[src/rtl/dvi_pkg.sv]
// Default VGA 640x480@60 timing constants and shared types for the DVI timing generator.
package dvi_pkg;

    localparam int DEF_H_ACTIVE = 640;
    localparam int DEF_H_FP     = 16;
    localparam int DEF_H_SYNC   = 96;
    localparam int DEF_H_BP     = 48;
    localparam int DEF_V_ACTIVE = 480;
    localparam int DEF_V_FP     = 10;
    localparam int DEF_V_SYNC   = 2;
    localparam int DEF_V_BP     = 33;

    localparam int DEF_H_TOTAL = DEF_H_ACTIVE + DEF_H_FP + DEF_H_SYNC + DEF_H_BP;
    localparam int DEF_V_TOTAL = DEF_V_ACTIVE + DEF_V_FP + DEF_V_SYNC + DEF_V_BP;

    localparam int X_POS_W = 10;
    localparam int Y_POS_W = 10;

    typedef struct packed {
        logic hsync;
        logic vsync;
        logic de;
    } sync_t;

    // Blanking-level bundle: both syncs at their inactive level, de low.
    function automatic sync_t idle_sync(input bit pol);
        return '{hsync: ~pol, vsync: ~pol, de: 1'b0};
    endfunction

endpackage

[src/rtl/dvi_timing_gen_if.sv]
// Video timing bundle: raster position, delayed sync/de and line/frame start pulses.
interface dvi_timing_gen_if;
    import dvi_pkg::*;

    logic [X_POS_W-1:0] x_o;
    logic [Y_POS_W-1:0] y_o;
    logic               hsync_o;
    logic               vsync_o;
    logic               de_o;
    logic               line_start_o;
    logic               frame_start_o;

    modport master (
        output x_o, y_o, hsync_o, vsync_o, de_o, line_start_o, frame_start_o
    );

    modport slave (
        input x_o, y_o, hsync_o, vsync_o, de_o, line_start_o, frame_start_o
    );

endinterface

[src/rtl/dvi_delay_line.sv]
// Fixed-depth register delay line with asynchronous reset to a programmable idle value.
module dvi_delay_line #(
    parameter int               WIDTH   = 1,
    parameter int               DEPTH   = 1,
    parameter logic [WIDTH-1:0] RST_VAL = '0
) (
    input  logic             i_clk,
    input  logic             i_rst,
    input  logic [WIDTH-1:0] i_d,
    output logic [WIDTH-1:0] o_q
);

    if (DEPTH < 1) begin : g_bad_depth
        $error("dvi_delay_line: DEPTH must be at least 1");
    end

    logic [WIDTH-1:0] r_stage [DEPTH];

    always_ff @(posedge i_clk or posedge i_rst) begin
        if (i_rst) begin
            for (int i = 0; i < DEPTH; i++) r_stage[i] <= RST_VAL;
        end else begin
            r_stage[0] <= i_d;
            for (int i = 1; i < DEPTH; i++) r_stage[i] <= r_stage[i-1];
        end
    end

    assign o_q = r_stage[DEPTH-1];

endmodule

[src/rtl/dvi_timing_gen.sv]
// Raster timing generator: x/y counters, line/frame pulses, and sync/de delayed to match pixel latency.
module dvi_timing_gen
    import dvi_pkg::*;
#(
    parameter int H_ACTIVE = DEF_H_ACTIVE,
    parameter int H_FP     = DEF_H_FP,
    parameter int H_SYNC   = DEF_H_SYNC,
    parameter int H_BP     = DEF_H_BP,
    parameter int V_ACTIVE = DEF_V_ACTIVE,
    parameter int V_FP     = DEF_V_FP,
    parameter int V_SYNC   = DEF_V_SYNC,
    parameter int V_BP     = DEF_V_BP,
    parameter bit SYNC_POL = 1'b0,
    parameter int PIPE_DLY = 2
) (
    input  logic             clk_i,
    input  logic             rst_i,
    dvi_timing_gen_if.master vid
);

    localparam int H_TOTAL = H_ACTIVE + H_FP + H_SYNC + H_BP;
    localparam int V_TOTAL = V_ACTIVE + V_FP + V_SYNC + V_BP;
    localparam int HS_BEG  = H_ACTIVE + H_FP;
    localparam int HS_END  = HS_BEG + H_SYNC;
    localparam int VS_BEG  = V_ACTIVE + V_FP;
    localparam int VS_END  = VS_BEG + V_SYNC;
    localparam sync_t SYNC_IDLE = idle_sync(SYNC_POL);

    if (H_TOTAL > (1 << X_POS_W)) begin : g_bad_h
        $error("dvi_timing_gen: H_TOTAL does not fit in X_POS_W bits");
    end
    if (V_TOTAL > (1 << Y_POS_W)) begin : g_bad_v
        $error("dvi_timing_gen: V_TOTAL does not fit in Y_POS_W bits");
    end
    if (PIPE_DLY < 0 || PIPE_DLY > 7) begin : g_bad_dly
        $error("dvi_timing_gen: PIPE_DLY must be in 0..7");
    end

    logic               r_run;
    logic [X_POS_W-1:0] r_x, w_x_nxt;
    logic [Y_POS_W-1:0] r_y, w_y_nxt;
    logic               r_line_start, r_frame_start;
    sync_t              w_raw_nxt;
    logic [2:0]         w_sync_dly;

    // r_run holds the raster at 0,0 for the first edge after reset so that position is shown.
    always_comb begin
        w_x_nxt = '0;
        w_y_nxt = '0;
        if (r_run) begin
            w_y_nxt = r_y;
            if (r_x == X_POS_W'(H_TOTAL - 1)) begin
                w_y_nxt = (r_y == Y_POS_W'(V_TOTAL - 1)) ? '0 : r_y + Y_POS_W'(1);
            end else begin
                w_x_nxt = r_x + X_POS_W'(1);
            end
        end
    end

    always_comb begin
        w_raw_nxt       = SYNC_IDLE;
        w_raw_nxt.de    = (w_x_nxt < X_POS_W'(H_ACTIVE)) && (w_y_nxt < Y_POS_W'(V_ACTIVE));
        if (w_x_nxt >= X_POS_W'(HS_BEG) && w_x_nxt < X_POS_W'(HS_END)) w_raw_nxt.hsync = SYNC_POL;
        if (w_y_nxt >= Y_POS_W'(VS_BEG) && w_y_nxt < Y_POS_W'(VS_END)) w_raw_nxt.vsync = SYNC_POL;
    end

    // Stage p0: counters and pulses registered together with the first sync/de stage.
    always_ff @(posedge clk_i or posedge rst_i) begin
        if (rst_i) begin
            r_run         <= 1'b0;
            r_x           <= '0;
            r_y           <= '0;
            r_line_start  <= 1'b0;
            r_frame_start <= 1'b0;
        end else begin
            r_run         <= 1'b1;
            r_x           <= w_x_nxt;
            r_y           <= w_y_nxt;
            r_line_start  <= (w_x_nxt == '0);
            r_frame_start <= (w_x_nxt == '0) && (w_y_nxt == '0);
        end
    end

    // One register aligns sync/de with x/y; PIPE_DLY more add the pixel-path latency.
    dvi_delay_line #(
        .WIDTH   (3),
        .DEPTH   (PIPE_DLY + 1),
        .RST_VAL (SYNC_IDLE)
    ) u_sync_dly (
        .i_clk (clk_i),
        .i_rst (rst_i),
        .i_d   (w_raw_nxt),
        .o_q   (w_sync_dly)
    );

    assign vid.x_o           = r_x;
    assign vid.y_o           = r_y;
    assign vid.line_start_o  = r_line_start;
    assign vid.frame_start_o = r_frame_start;
    assign {vid.hsync_o, vid.vsync_o, vid.de_o} = w_sync_dly;

endmodule

[src/flat_wrapper.sv]
// flat-port wrapper written by rule: the top's interface ports become plain ports
module dvi_timing_gen_flat import dvi_pkg::*;
#(
    parameter int H_ACTIVE = DEF_H_ACTIVE,
    parameter int H_FP     = DEF_H_FP,
    parameter int H_SYNC   = DEF_H_SYNC,
    parameter int H_BP     = DEF_H_BP,
    parameter int V_ACTIVE = DEF_V_ACTIVE,
    parameter int V_FP     = DEF_V_FP,
    parameter int V_SYNC   = DEF_V_SYNC,
    parameter int V_BP     = DEF_V_BP,
    parameter bit SYNC_POL = 1'b0,
    parameter int PIPE_DLY = 2
)
  (clk_i, rst_i, vid_x_o, vid_y_o, vid_hsync_o, vid_vsync_o, vid_de_o, vid_line_start_o, vid_frame_start_o);
  dvi_timing_gen_if vid_i ();
  input  logic clk_i;
  input  logic rst_i;
  output wire logic [$bits(vid_i.x_o)-1:0] vid_x_o;
  output wire logic [$bits(vid_i.y_o)-1:0] vid_y_o;
  output wire logic [$bits(vid_i.hsync_o)-1:0] vid_hsync_o;
  output wire logic [$bits(vid_i.vsync_o)-1:0] vid_vsync_o;
  output wire logic [$bits(vid_i.de_o)-1:0] vid_de_o;
  output wire logic [$bits(vid_i.line_start_o)-1:0] vid_line_start_o;
  output wire logic [$bits(vid_i.frame_start_o)-1:0] vid_frame_start_o;
  assign vid_x_o = vid_i.x_o;
  assign vid_y_o = vid_i.y_o;
  assign vid_hsync_o = vid_i.hsync_o;
  assign vid_vsync_o = vid_i.vsync_o;
  assign vid_de_o = vid_i.de_o;
  assign vid_line_start_o = vid_i.line_start_o;
  assign vid_frame_start_o = vid_i.frame_start_o;
  dvi_timing_gen #(.H_ACTIVE(H_ACTIVE), .H_FP(H_FP), .H_SYNC(H_SYNC), .H_BP(H_BP), .V_ACTIVE(V_ACTIVE), .V_FP(V_FP), .V_SYNC(V_SYNC), .V_BP(V_BP), .SYNC_POL(SYNC_POL), .PIPE_DLY(PIPE_DLY)) u_core (.clk_i(clk_i), .rst_i(rst_i), .vid(vid_i));
endmodule
[config.mk]
export PLATFORM = sky130hd
export DESIGN_NAME = dvi_timing_gen_flat
export DESIGN_NICKNAME = d
export VERILOG_FILES = /design/src/rtl/dvi_pkg.sv /design/src/rtl/dvi_timing_gen_if.sv /design/src/rtl/dvi_delay_line.sv /design/src/rtl/dvi_timing_gen.sv /design/src/flat_wrapper.sv
export SDC_FILE = /design/constraint.sdc
export NUM_CORES = 1
export LEC_CHECK = 0
export CAP_MARGIN = 20
export CORE_MARGIN = 2
export CORE_UTILIZATION = 45
export DETAILED_ROUTE_END_ITERATION = 8
export DONT_BUFFER_PORTS = 1
export MAX_ROUTING_LAYER = met4
export PLACE_DENSITY_LB_ADDON = 0.15
export RECOVER_POWER = 50
export SLEW_MARGIN = 20
export SYNTH_ARGS = -nofsm -noshare
export SYNTH_HDL_FRONTEND = slang
export SYNTH_SLANG_ARGS = --single-unit
[constraint.sdc]
create_clock -name clk_i -period 2.4 [get_ports clk_i]
set_input_delay 0.12 -clock clk_i [delete_from_list [all_inputs] [get_ports clk_i]]
set_output_delay 0.12 -clock clk_i [all_outputs]
set_load 0.05 [all_outputs]
==> results.toml, run 1 <==
[die]
die_x_um = 66.6
start_util = 0.475
chipHeight_um = 66.6
rows = 22
num_io_pins = 27
dieArea_sq_um = 4440
coreArea_sq_um = 3720

[cells_and_area]
n_fill_cell = 347
final_core_util = 0.548
multiInputGateArea_sq_um = 852
drive_gt1_frac = 0.241
final_cell_mix = "nor2_1, dfrtp_1, buf_4"
synthToLayoutAreaGrowth_pct = 15.4
seqCellArea_sq_um = 811
stdcell_area_sq_um = 2040
layout.nets = 203
antenna_cells = 0

[clock_network]
numCtsBuffers = 5
cts_tree = "built"
htreeDepth = 2
clk_pin_slew_worst_paths_ns = 0.07
post_cts_resized = 0
root_buffer = "clkbuf_8"
clockBufferDepth = 2
cts_sinks = 32
clk_latency_ns = 0.29

[drt]
via_count = 1369
drc = 0
wire_per_inst_um = 16.2
drtIter0Drc = 143
drt_wl_total_um = 4010
drt_first_pass_iters = 4
vias_per_cell = 5.54
drtAntennaViolNets = 0

[synth]
yosys-top-cells-area = "dfrtp_1, dfstp_2, xor2_1"
synth_top_area_frac = 0.369
synth_cells = 171
yosysTopAreaCell = "dfrtp_1"
yosysSeqAreaShare = 0.458
synth.cell_area_sq_um = 1760
synth_nets = 176
synthArstFlopShare = 1.00
ys_types = 47
avgSynthCellArea_sq_um = 10.3
yosysWarnings = 0
synth_edf_count = 0
synth_seq_cells = 32
synth-main-ff-cell = "dfrtp_1"

[worst_setup_path]
startpoint_type = "register"
r2r-end = "u_core.u_sync_dly.r_stage[7]$_DFF_PP1_"
reg2regPathDepth = 7
crit_type = "register to register"
critical_path_required_ns = 2.60
critPathCaptureType = "register"
reg2reg_slack_ns = 0.12
crit_fanout = 8
cp.arrival_ns = 2.48
timing.rr.start = "u_core.vid.x_o[0]$_DFF_PP0_"

[timing]
worst_slack_ns = 0.122
min_period_ns = 2.28
post-route-period-util = 0.949
skew_ns = 0.00893
rsz0062_at_grt = "false"
tightest_slew_ns = 1.56
max_freq_mhz = 439
setup_tns_ns = 0
maxSlewHeadroom = -0.0374
maxSlewViolCount = 31
hold_viol_final = 0
setup-violations-final = 0

[grt]
grt_overflow = 0
grt_max_degree = 31
grt_antenna_before_repair = 0
grt_pass1_vias = 1360
grtUsageTotal = 0.210
grt_pass1_wl_um = 6600

[status]
outcome = "finished with violations"
violations = "capacitance limit, slew limit"

[place]
place_area_sq_um = 1930
gp_congestion = 0.891
pre_cts_ws_ns = 0.148
numPortBuffers = 0
hpwl_um = 3000

[power]
power_density_nw_per_um2 = 566
p_leak_nw = 0.911
ir_worst_vdd_mv = 0.475

[job]
maxCapViolations = 1

[min_path]
min_path_type = "primary input to asynchronous set/reset pin"
metrics by stage:
stage | power, mW | cells | hold slack [ns]
6_report | 1.15 | 247 | 0.307
5_1_grt | 1.19 | 247 | 0.325
4_1_cts | 1.17 | 247 | 0.307
3_5_place_dp | 0.646 | 238 | 0.0614
3_3_place_gp | 0.644 | 238 | 0.0579
2_1_floorplan | 0.625 | 171 | 0.232
registers in the layout, summed over array words and instances, names as in the netlist:
signal,cells
u_core.u_sync_dly.r_stage,6
u_core.vid.frame_start_o,1
u_core.vid.x_o,10
u_core.r_run,1
u_core.u_sync_dly.o_q,3
u_core.vid.y_o,10
u_core.vid.line_start_o,1
Yosys cell counts, types with 4 or more instances:
library cell  instances
dfrtp_1              26
nor2_1               24
nand2_1              14
xor2_1               11
nand3_1               7
o21ai_0               7
dfstp_2               6
inv_1                 6
nand4_1               5
xnor2_1               5
a21oi_1               4
cells by family (layout without fill, tap and decap cells):
kind of cell | Yosys count | count (layout) | synth area share
AND/OR/NAND/NOR | 84 | 84 | 0.288
AO/OA/AOI/OAI | 21 | 21 | 0.0809
buffers and inverters | 12 | 40 | 0.0589
other | 1 | 1 | 0.00213
multiplexers | 2 | 2 | 0.0113
flip-flops | 32 | 32 | 0.458
adder cells (fa/ha/maj) | 3 | 3 | 0.0213
XOR/XNOR | 16 | 16 | 0.0794
worst max-delay path, stage by stage, from the launching register on:
cell and delay, ns:
dfrtp_2 0.36, ha_1 0.29, nand4_4 0.20, or3_1 0.56, nor3_4 0.21, xnor2_1 0.14
nor4_4 0.30, nand3_1 0.13
routing by layer:
metal / global-route usage / share of wire / vias to the layer above
met5: - / 0 / -
met3: 0.0625 / 0.053 / 7
li1: - / - / 650
met2: 0.323 / 0.48 / 39
met1: 0.256 / 0.45 / 673
met4: 0.0944 / 0.020 / 0
cell type report:
class	instances	area share
clock inverter	3	0.0209
tap	48	0.0295
multi-input combinational	127	0.419
clock buffer	5	0.0338
timing repair buffer	26	0.0879
sequential	32	0.398
inverter	6	0.0111
power by group:
| part | total, mW | switching (mW) | internal [mW] |
|---|---|---|---|
| registers | 0.568 | 0.0196 | 0.548 |
| clock network | 0.516 | 0.209 | 0.307 |
| logic | 0.0680 | 0.0495 | 0.0185 |
| total | 1.15 | 0.278 | 0.874 |
how the worst max path moves through the flow:
stage / from / end / slack, ns
floorplan: u_core.vid.x_o[6]$_DFF_PP0_ / u_core.u_sync_dly.r_stage[6]$_DFF_PP0_ / 0.09
global placement: u_core.vid.x_o[0]$_DFF_PP0_ / u_core.u_sync_dly.r_stage[7]$_DFF_PP1_ / 0.23
detailed placement: u_core.vid.x_o[1]$_DFF_PP0_ / u_core.u_sync_dly.r_stage[7]$_DFF_PP1_ / 0.15
CTS: u_core.vid.x_o[0]$_DFF_PP0_ / u_core.u_sync_dly.r_stage[7]$_DFF_PP1_ / 0.14
global route: u_core.vid.x_o[1]$_DFF_PP0_ / u_core.u_sync_dly.r_stage[7]$_DFF_PP1_ / 0.03
finish: u_core.vid.x_o[0]$_DFF_PP0_ / u_core.u_sync_dly.r_stage[7]$_DFF_PP1_ / 0.12
timing repair:
action,CTS,global route
hold buffers,1,0
setup buffers,0,0
hold endpoints to repair,28,0
(Power assumes the default switching activity.)
==> run 2, diff against run 1 <==
CTS_BUF_LIST = sky130_fd_sc_hd__clkbuf_16   (was not set)
==> run 2 against run 1 <==
- the flow still finishes with violations (capacitance limit, slew limit)
- clock power up 38%
- core utilization grew 1.5 points
- hold slack better by 0.015 ns
- non-clock buffer count unchanged
- critical path depth stayed put
- maximum frequency rose by 0.21%
- routed wire length decreased by 0.22%
- die area unchanged
- largest cell class unchanged
==> results.toml, run 2 (synthesis results as in run 1) <==
[clock_network]
cts_sinks = 32
root_buffer = "clkbuf_16"
cts_tree = "built"
clk_pin_slew_worst_paths_ns = 0.05
post-cts-setup-buffers = 0
clockBufferDepth = 2
clk_latency_ns = 0.28
htreeDepth = 2
numCtsBuffers = 5
post_cts_resized = 0
ctsHoldBuffers = 1

[die]
num_io_pins = 27
coreArea_sq_um = 3720
die_x_um = 66.6
chipHeight_um = 66.6
dieArea_sq_um = 4440
rows = 22
start_util = 0.475

[timing]
maxSlewViolCount = 31
skew_ns = 0.00451
setup-violations-final = 0
max_freq_mhz = 440
tightest_slew_ns = 1.56
setup_tns_ns = 0
hold_viol_final = 0
maxSlewHeadroom = -0.0389
worst_slack_ns = 0.127
min_period_ns = 2.27
rsz0062_at_grt = "false"
hold-worst-slack_ns = 0.321
post-route-period-util = 0.947

[place]
placed_cells = 238
pre_cts_ws_ns = 0.148
place_area_sq_um = 1930
hpwl_um = 3000
numPortBuffers = 0
gp_congestion = 0.891

[power]
switchingPower_mw = 0.294
pwr-share-comb = 0.051
pwr-share-seq = 0.422
power_density_nw_per_um2 = 644
p_leak_nw = 0.936
intPower_mw = 1.05
ir_worst_vdd_mv = 0.325
clockPowerShare = 0.527
switching_share = 0.218

[min_path]
min_path_type = "primary input to asynchronous set/reset pin"

[drt]
vias_per_cell = 5.53
wire_per_inst_um = 16.2
drt_first_pass_iters = 4
via_count = 1366
drtAntennaViolNets = 0
drtIter0Drc = 127
drc = 0
drt_wl_total_um = 4000

[status]
violations = "capacitance limit, slew limit"
outcome = "finished with violations"

[worst_setup_path]
cp.arrival_ns = 2.46
critical_path_required_ns = 2.58
crit_type = "register to register"
reg2reg_slack_ns = 0.13
crit_fanout = 8
critPathCaptureType = "register"
startpoint_type = "register"

[job]
maxCapViolations = 1

[cells_and_area]
antenna_cells = 0
synthToLayoutAreaGrowth_pct = 18.6
stdcell_area_sq_um = 2090
final_cell_mix = "nor2_1, dfrtp_1, buf_4"
layout.nets = 203
drive_gt1_frac = 0.241
final_cells = 247

[grt]
grtUsageTotal = 0.213
grt_antenna_before_repair = 0
grt_overflow = 0
grt_max_degree = 31
grt_pass1_vias = 1364
grt_pass1_wl_um = 6680
==> run 2: cell counts in the layout (fill, tap and decap cells not counted) <==
No cell type changed its count.
==> run 2: power by group through the flow <==
stage / combinational [mW] / sequential (mW) / clock, mW
4_1_cts: 0.0701 / 0.569 / 0.729
5_1_grt: 0.0758 / 0.570 / 0.755
3_3_place_gp: 0.0668 / 0.577 / 0
3_5_place_dp: 0.0680 / 0.578 / 0
6_report: 0.0682 / 0.569 / 0.711
2_1_floorplan: 0.0330 / 0.592 / 0
==> run 2: worst max-delay path, stage by stage, from the launching register on <==
cell	delay, ns
dfrtp_2	0.36
ha_1	0.29
nand4_4	0.20
or3_1	0.56
nor3_4	0.21
xnor2_1	0.14
nor4_4	0.30
nand3_1	0.13
==> run 2: layout make-up <==
class                   count  area, sq um
multi-input cells         127          852
clock inverters             3         42.5
repair buffers             26          179
fillers                   336         1620
clock buffers               5          125
flip-flops and latches     32          811
well taps                  48         60.1
inverters                   6         22.5
==> run 2: path summary, 6_finish.rpt <==
check / start / end / depth (start not counted)
setup reg to reg: u_core.vid.x_o[0]$_DFF_PP0_ / u_core.u_sync_dly.r_stage[7]$_DFF_PP1_ / 7
setup / recovery: u_core.vid.x_o[0]$_DFF_PP0_ / u_core.u_sync_dly.r_stage[7]$_DFF_PP1_ / 7
hold / removal: rst_i / u_core.u_sync_dly.r_stage[4]$_DFF_PP1_ / 2
min in group clk_i: u_core.u_sync_dly.r_stage[6]$_DFF_PP0_ / u_core.u_sync_dly.r_stage[3]$_DFF_PP0_ / 0
hold reg to reg: u_core.u_sync_dly.r_stage[6]$_DFF_PP0_ / u_core.u_sync_dly.r_stage[3]$_DFF_PP0_ / 0
max in group asynchronous: rst_i / u_core.vid.x_o[1]$_DFF_PP0_ / 3
==> run 2: metal layers <==
| layer | wire [um] | global-route usage | up-vias |
|---|---|---|---|
| met5 | 0 | - | - |
| met4 | 77 | 0.0944 | 0 |
| li1 | - | - | 654 |
| met1 | 1800 | 0.261 | 674 |
| met3 | 210 | 0.0625 | 8 |
| met2 | 1910 | 0.326 | 30 |
==> run 2: through the flow <==
step,utilization,power [mW]
after floorplan,-,0.625
after global placement,0.520,0.644
after detailed placement,0.520,0.646
after CTS,0.568,1.37
after global routing,0.563,1.40
final,0.563,1.35
